**config.mk**
```make
export PLATFORM = sky130hd
export DESIGN_NAME = opb_arbiter_2m
export DESIGN_NICKNAME = d
export VERILOG_FILES = /design/src/rtl/opb_arb_pkg.sv /design/src/rtl/opb_watchdog.sv /design/src/rtl/opb_arbiter_2m.sv
export SDC_FILE = /design/constraint.sdc
export NUM_CORES = 1
export LEC_CHECK = 0
export CAP_MARGIN = 0
export CELL_PAD_IN_SITES_DETAIL_PLACEMENT = 1
export CELL_PAD_IN_SITES_GLOBAL_PLACEMENT = 1
export CORE_AREA = 3 3 86 88
export DETAILED_ROUTE_END_ITERATION = 7
export DIE_AREA = 0 0 89 91
export DONT_BUFFER_PORTS = 1
export GPL_TIMING_DRIVEN = 0
export PLACE_DENSITY = 0.63
export SYNTH_ARGS = -nofsm -noshare
export SYNTH_HDL_FRONTEND = slang
export SYNTH_SLANG_ARGS = --single-unit
```
**constraint.sdc**
```tcl
create_clock -name OPB_Clk -period 1.4 [get_ports OPB_Clk]
set_input_delay 0.21 -clock OPB_Clk [delete_from_list [all_inputs] [get_ports OPB_Clk]]
set_output_delay 0.21 -clock OPB_Clk [all_outputs]
set_load 0.02 [all_outputs]
```
**src/rtl/opb_arb_pkg.sv**
```systemverilog
// opb_arb_pkg: shared FSM state encoding, master index type and round-robin pick for the OPB arbiter
package opb_arb_pkg;
    typedef enum logic [1:0] {IDLE, GRANT, BUSY, TOUT} arb_state_e;
    typedef logic mst_t;
    function automatic mst_t pick(input logic r0, input logic r1, input mst_t last);
        return (r0 && r1) ? ~last : mst_t'(r1);
    endfunction
endpackage

```
**src/rtl/opb_watchdog.sv**
```systemverilog
// opb_watchdog: counts select cycles without a slave response and flags expiry on the final counted cycle
module opb_watchdog #(
    parameter int TIMEOUT_CYCLES = 16
) (
    input  logic clk,
    input  logic rst_n,
    input  logic clear,
    input  logic en,
    output logic expire
);
    localparam int W = $clog2(TIMEOUT_CYCLES + 1);
    localparam logic [W-1:0] MAX = W'(TIMEOUT_CYCLES);
    localparam logic [W-1:0] LAST = W'(TIMEOUT_CYCLES - 1);
    logic [W-1:0] cnt_q, cnt_d;
    always_comb begin
        cnt_d = clear ? '0 : (en && cnt_q != MAX) ? cnt_q + W'(1) : cnt_q;
        expire = en && !clear && cnt_q == LAST;
    end
    always_ff @(posedge clk or negedge rst_n)
        if (!rst_n) cnt_q <= '0;
        else cnt_q <= cnt_d;
endmodule

```
**src/rtl/opb_arbiter_2m.sv**
```systemverilog
// opb_arbiter_2m: two-master round-robin OPB arbiter with bus lock, retry handling and select watchdog
module opb_arbiter_2m #(
    parameter int TIMEOUT_CYCLES = 16,
    parameter int RESET_PRIORITY = 0
) (
    input  logic        OPB_Clk,
    input  logic        OPB_Rst_n,
    input  logic        M0_request,
    input  logic        M1_request,
    input  logic        M0_busLock,
    input  logic        M1_busLock,
    input  logic        M0_select,
    input  logic        M1_select,
    input  logic        M0_RNW,
    input  logic        M1_RNW,
    input  logic [0:3]  M0_BE,
    input  logic [0:3]  M1_BE,
    input  logic [0:31] M0_ABus,
    input  logic [0:31] M1_ABus,
    input  logic [0:31] M0_DBus,
    input  logic [0:31] M1_DBus,
    output logic        M0_MGrant,
    output logic        M1_MGrant,
    input  logic        Sl_xferAck,
    input  logic        Sl_errAck,
    input  logic        Sl_retry,
    output logic        OPB_select,
    output logic        OPB_RNW,
    output logic [0:3]  OPB_BE,
    output logic [0:31] OPB_ABus,
    output logic [0:31] OPB_DBus,
    output logic        OPB_xferAck,
    output logic        OPB_errAck,
    output logic        OPB_retry,
    output logic        OPB_timeout
);
    import opb_arb_pkg::*;
    localparam mst_t RST_LAST = (RESET_PRIORITY == 0) ? 1'b1 : 1'b0;
    arb_state_e state_q, state_d;
    mst_t owner_q, owner_d, last_q, last_d;
    logic grant0_q, grant0_d, grant1_q, grant1_d, tout_q, tout_d;
    logic busy, own_sel, own_lock, wd_clear, wd_expire;
    assign busy = state_q == BUSY;
    assign own_sel = owner_q ? M1_select : M0_select;
    assign own_lock = owner_q ? M1_busLock : M0_busLock;
    assign OPB_select = busy && own_sel;
    assign OPB_RNW = busy && (owner_q ? M1_RNW : M0_RNW);
    assign OPB_BE = busy ? (owner_q ? M1_BE : M0_BE) : '0;
    assign OPB_ABus = busy ? (owner_q ? M1_ABus : M0_ABus) : '0;
    assign OPB_DBus = busy ? (owner_q ? M1_DBus : M0_DBus) : '0;
    assign OPB_xferAck = busy && Sl_xferAck;
    assign OPB_errAck = busy && Sl_errAck;
    assign OPB_retry = busy && Sl_retry;
    assign M0_MGrant = grant0_q;
    assign M1_MGrant = grant1_q;
    assign OPB_timeout = tout_q;
    assign wd_clear = (state_q == GRANT && own_sel) || OPB_xferAck || OPB_errAck || OPB_retry;
    opb_watchdog #(.TIMEOUT_CYCLES(TIMEOUT_CYCLES)) u_wd (
        .clk(OPB_Clk),
        .rst_n(OPB_Rst_n),
        .clear(wd_clear),
        .en(OPB_select),
        .expire(wd_expire)
    );
    always_comb begin
        state_d = state_q;
        owner_d = owner_q;
        last_d = last_q;
        case (state_q)
            IDLE: if (M0_request || M1_request) begin
                state_d = GRANT;
                owner_d = pick(M0_request, M1_request, last_q);
            end
            GRANT: begin
                state_d = own_sel ? BUSY : IDLE;
                last_d = own_sel ? owner_q : last_q;
            end
            BUSY:
                if (Sl_retry) begin
                    state_d = IDLE;
                    last_d = owner_q;
                end
                else if (wd_expire) state_d = TOUT;
                else if (!own_sel && !own_lock) state_d = IDLE;
            default: state_d = IDLE;
        endcase
        grant0_d = state_d == GRANT && owner_d == 1'b0;
        grant1_d = state_d == GRANT && owner_d == 1'b1;
        tout_d = state_d == TOUT;
    end
    always_ff @(posedge OPB_Clk or negedge OPB_Rst_n)
        if (!OPB_Rst_n) begin
            state_q <= IDLE;
            owner_q <= 1'b0;
            last_q <= RST_LAST;
            grant0_q <= 1'b0;
            grant1_q <= 1'b0;
            tout_q <= 1'b0;
        end
        else begin
            state_q <= state_d;
            owner_q <= owner_d;
            last_q <= last_d;
            grant0_q <= grant0_d;
            grant1_q <= grant1_d;
            tout_q <= tout_d;
        end
endmodule

```
==> run_summary.xml <==
<?xml version="1.0" encoding="UTF-8"?>
<metrics>
  <group name="timing">
    <metric name="final_tns_setup" unit="ns">-14.69</metric>
    <metric name="finalWorstSetupSlack" unit="ns">-0.238</metric>
    <metric name="grt_setup_unrepaired" unit="">yes</metric>
    <metric name="period_share" unit="%">117</metric>
    <metric name="setup_viol" unit="">78</metric>
    <metric name="transition_time_at_the_pin_with_the_least_slew_margin" unit="ns">0.552</metric>
    <metric name="finalHoldViolations" unit="">0</metric>
    <metric name="period_needed" unit="ns">1.64</metric>
    <metric name="timing.max_slew.rel_slack" unit="%">63.1</metric>
    <metric name="timing.hold.ws" unit="ns">0.0591</metric>
    <metric name="timing.final.max_slew_violations" unit="">0</metric>
    <metric name="skew" unit="ns">0.00416</metric>
    <metric name="max_fclk" unit="MHz">611</metric>
  </group>
  <group name="power">
    <metric name="total_leakage_power" unit="nW">1.02</metric>
    <metric name="ir_drop" unit="mV">1.18</metric>
    <metric name="power-per-cell-area" unit="nW/µm²">2280</metric>
    <metric name="p_total" unit="mW">7.70</metric>
  </group>
  <group name="layout">
    <metric name="postLayoutCoreUtil" unit="%">50.4</metric>
    <metric name="post_route_cells_drive_above_1_share" unit="%">79.7</metric>
    <metric name="finish.net_count" unit="">384</metric>
    <metric name="insertedDiodeCount" unit="">0</metric>
    <metric name="design_area" unit="µm²">3380</metric>
    <metric name="area.growth.synth_to_final" unit="%">106</metric>
  </group>
  <group name="placement">
    <metric name="finalWeightedCongestion" unit="">0.854</metric>
    <metric name="dp.final_hpwl" unit="µm">5130</metric>
    <metric name="port_buffers" unit="">0</metric>
    <metric name="dpl_cell_area" unit="µm²">1830</metric>
  </group>
  <group name="logic_synthesis">
    <metric name="synthMostInstantiatedCell" unit="">sky130_fd_sc_hd__nor2_1</metric>
    <metric name="synthesis.instances" unit="">213</metric>
    <metric name="synth-xor-area-share" unit="%">1.06</metric>
    <metric name="syn_avg_cell_area" unit="µm²">7.73</metric>
    <metric name="ys_types" unit="">30</metric>
    <metric name="synth_nets" unit="">365</metric>
    <metric name="synthAdderAreaFrac" unit="%">2.28</metric>
    <metric name="post_synth_main_area_contributors" unit="">sky130_fd_sc_hd__mux2i_1 (43%), sky130_fd_sc_hd__nor2_1 (18%), sky130_fd_sc_hd__dfrtp_1 (17%)</metric>
    <metric name="mappedNetlistArea" unit="µm²">1650</metric>
    <metric name="async_flop_share" unit="%">100</metric>
    <metric name="synth.cells.most_frequent" unit="">sky130_fd_sc_hd__nor2_1 (78), sky130_fd_sc_hd__mux2i_1 (70), sky130_fd_sc_hd__buf_2 (11), sky130_fd_sc_hd__dfrtp_1 (11), sky130_fd_sc_hd__clkbuf_1 (5)</metric>
    <metric name="synth_area_in_compound_gates" unit="%">3.80</metric>
    <metric name="synth.mux.area_fraction" unit="%">44.1</metric>
    <metric name="main_combinational_cell_family_by_area_after_synthesis" unit="">multiplexers</metric>
    <metric name="synthSimpleGateAreaFrac" unit="%">25.3</metric>
    <metric name="seq_cells_post_synth" unit="">12</metric>
    <metric name="netlist.area_leader.share" unit="%">42.6</metric>
    <metric name="yosysWarnings" unit="">0</metric>
    <metric name="synth_edf_count" unit="">0</metric>
    <metric name="synth_area_leader_cell" unit="">sky130_fd_sc_hd__mux2i_1</metric>
    <metric name="synth.yosys.seq_area_share" unit="%">18.3</metric>
    <metric name="synth-main-ff-cell" unit="">sky130_fd_sc_hd__dfrtp_1</metric>
  </group>
  <group name="worst_setup_path">
    <metric name="end_kind" unit="">flip-flop</metric>
    <metric name="ff_to_ff_start" unit="">owner_q$_DFF_PN0_</metric>
    <metric name="rrSetupSlack" unit="ns">-0.24</metric>
    <metric name="crit_end" unit="">last_q$_DFFE_PN1P_</metric>
    <metric name="timing.critical_path.arrival" unit="ns">1.81</metric>
    <metric name="cp-startpoint" unit="">owner_q$_DFF_PN0_</metric>
    <metric name="critPathLaunchType" unit="">flip-flop</metric>
    <metric name="path_class" unit="">flip-flop to flip-flop</metric>
    <metric name="critical_path_required" unit="ns">1.57</metric>
    <metric name="critical_path.reg2reg.endpoint" unit="">last_q$_DFFE_PN1P_</metric>
    <metric name="reg2regPathDepth" unit="">4</metric>
    <metric name="crit_path_max_fanout" unit="">4</metric>
  </group>
  <group name="die">
    <metric name="initial_utilization" unit="%">24.5</metric>
    <metric name="dieArea" unit="µm²">8100</metric>
    <metric name="chipWidth" unit="µm">89</metric>
    <metric name="io-pin-count" unit="">225</metric>
    <metric name="placementRows" unit="">30</metric>
    <metric name="design.core.area" unit="µm²">6720</metric>
    <metric name="die_y" unit="µm">91</metric>
  </group>
  <group name="cts">
    <metric name="tritoncts" unit="">built</metric>
    <metric name="cts_htree_levels" unit="">1</metric>
    <metric name="clock_sinks" unit="">12</metric>
    <metric name="path_clk_slew" unit="ns">0.06</metric>
    <metric name="max-clock-path-buffers" unit="">2</metric>
    <metric name="clkLatencyLatePin" unit="ns">0.25</metric>
    <metric name="numCtsBuffers" unit="">3</metric>
    <metric name="clock-root-buffer" unit="">sky130_fd_sc_hd__clkbuf_8</metric>
  </group>
  <group name="detailed_routing">
    <metric name="routed-via-count" unit="">1718</metric>
    <metric name="detail_route.iter0.violations" unit="">18</metric>
    <metric name="route.detailed.drc" unit="">0</metric>
    <metric name="detail_route.vias_per_cell" unit="">5.52</metric>
    <metric name="drtPass1Iterations" unit="">4</metric>
    <metric name="detail_route.wirelength" unit="µm">8040</metric>
    <metric name="route.antenna.remaining_nets" unit="">0</metric>
    <metric name="drt-wirelength-per-cell" unit="µm">25.9</metric>
  </group>
  <group name="status">
    <metric name="outcome" unit="">finished, violations left</metric>
    <metric name="violations_in_the_final_reports" unit="">setup timing</metric>
  </group>
  <group name="global_route">
    <metric name="grt_usage" unit="%">16.9</metric>
    <metric name="grt_remaining_overflow" unit="">0</metric>
    <metric name="global_route_wire_length_before_repair" unit="µm">10400</metric>
    <metric name="grt_max_degree" unit="">13</metric>
    <metric name="via_count_of_the_first_global_routing_pass" unit="">1864</metric>
    <metric name="grt_antenna_before_repair" unit="">0</metric>
  </group>
  <group name="worst_hold_path">
    <metric name="hold_path.class" unit="">input port to flip-flop</metric>
  </group>
  <group name="run">
    <metric name="drv_cap" unit="">0</metric>
  </group>
</metrics>
-- final cells by class --
cell class                 count  area, µm²
fill                         636       3330
tap                           80        100
sequential                    12        303
buffer                        16        297
timing repair buffer          14        178
multi-input combinational    182       2440
clock buffer                   4       55.1
inverter                       3       11.3
-- flip-flops by register name, indices dropped and copies added, names as in the netlist --
name and flops:
state_q 2, M1_MGrant 1, M0_MGrant 1, last_q 1, u_wd.cnt_q 5, OPB_timeout 1, owner_q 1
-- metal layers --
layer / share of wire, % / global-route usage [%]
met5: 0 / 0
met4: 1.9 / 3.97
met3: 9.3 / 2.36
met2: 57 / 33.3
met1: 32 / 18.2
-- how the worst min path moves through the flow --
stage	start	end	slack [ns]	cells after the start
finish	Sl_retry	state_q[1]$_DFF_PN0_	0.06	1
global route	Sl_retry	state_q[1]$_DFF_PN0_	0.05	1
CTS	Sl_retry	state_q[1]$_DFF_PN0_	0.06	1
detailed placement	OPB_Rst_n	M1_MGrant$_DFF_PN0_	-0.09	0
global placement	OPB_Rst_n	M1_MGrant$_DFF_PN0_	-0.09	0
floorplan	OPB_Rst_n	M0_MGrant$_DFF_PN0_	-0.09	0
-- stage by stage --
step | setup slack, ns | instances
2_1_floorplan | -0.0234 | 213
3_3_place_gp | -0.464 | 293
3_5_place_dp | -0.496 | 293
4_1_cts | -0.241 | 307
5_1_grt | -0.324 | 311
6_report | -0.238 | 311
-- logic make-up (layout without fill, tap and decap cells) --
kind of cell | Yosys count | after routing
DFF | 12 | 12
xor gates and xnor gates | 2 | 2
muxes | 72 | 72
and+or+nand+nor | 96 | 96
buffers and inverters | 19 | 37
adders and majority gates | 3 | 3
AOI/OAI and AO/OA | 9 | 9
-- where the power goes --
part / total (mW) / internal (mW) / switching [mW]
sequential: 0.598 / 0.471 / 0.127
clock: 0.387 / 0.249 / 0.138
combinational: 6.72 / 3.20 / 3.51
total: 7.70 / 3.92 / 3.78
-- repair_timing --
action                                  in CTS  in global routing
endpoints found under the hold margin       12                  0
gates cloned                                 1                  2
setup buffers                                8                  2
endpoints found under the setup margin      77                 81
pin swaps                                    5                  9
hold buffers                                 1                  0
resized for setup                          252                 49
-- cells in the final DEF, fill, tap and decap left out, types with 2 or more instances in the layout --
master                      instances
sky130_fd_sc_hd__nor2_2             2
sky130_fd_sc_hd__inv_1              3
sky130_fd_sc_hd__mux2i_1            2
sky130_fd_sc_hd__a21oi_1            2
sky130_fd_sc_hd__and2_2             2
sky130_fd_sc_hd__buf_16             2
sky130_fd_sc_hd__nand3_1            2
sky130_fd_sc_hd__mux2i_2           25
sky130_fd_sc_hd__nor2_4            68
sky130_fd_sc_hd__ha_1               2
sky130_fd_sc_hd__buf_4              7
sky130_fd_sc_hd__buf_6              2
sky130_fd_sc_hd__dfrtp_1           10
sky130_fd_sc_hd__nor3_1             3
sky130_fd_sc_hd__clkbuf_8           9
sky130_fd_sc_hd__nand2_1            2
sky130_fd_sc_hd__xnor2_1            2
sky130_fd_sc_hd__nor2_1             8
sky130_fd_sc_hd__buf_12            10
sky130_fd_sc_hd__mux2i_4           44
sky130_fd_sc_hd__clkbuf_16          2
-- critical path, stage by stage (launching register included) --
cell and delay (ns):
sky130_fd_sc_hd__dfrtp_2 0.45, sky130_fd_sc_hd__mux2i_2 0.22, sky130_fd_sc_hd__or3b_4 0.43, sky130_fd_sc_hd__nand2b_1 0.12, sky130_fd_sc_hd__mux2_1 0.34
No activity file was read; power rests on OpenSTA's default activity.
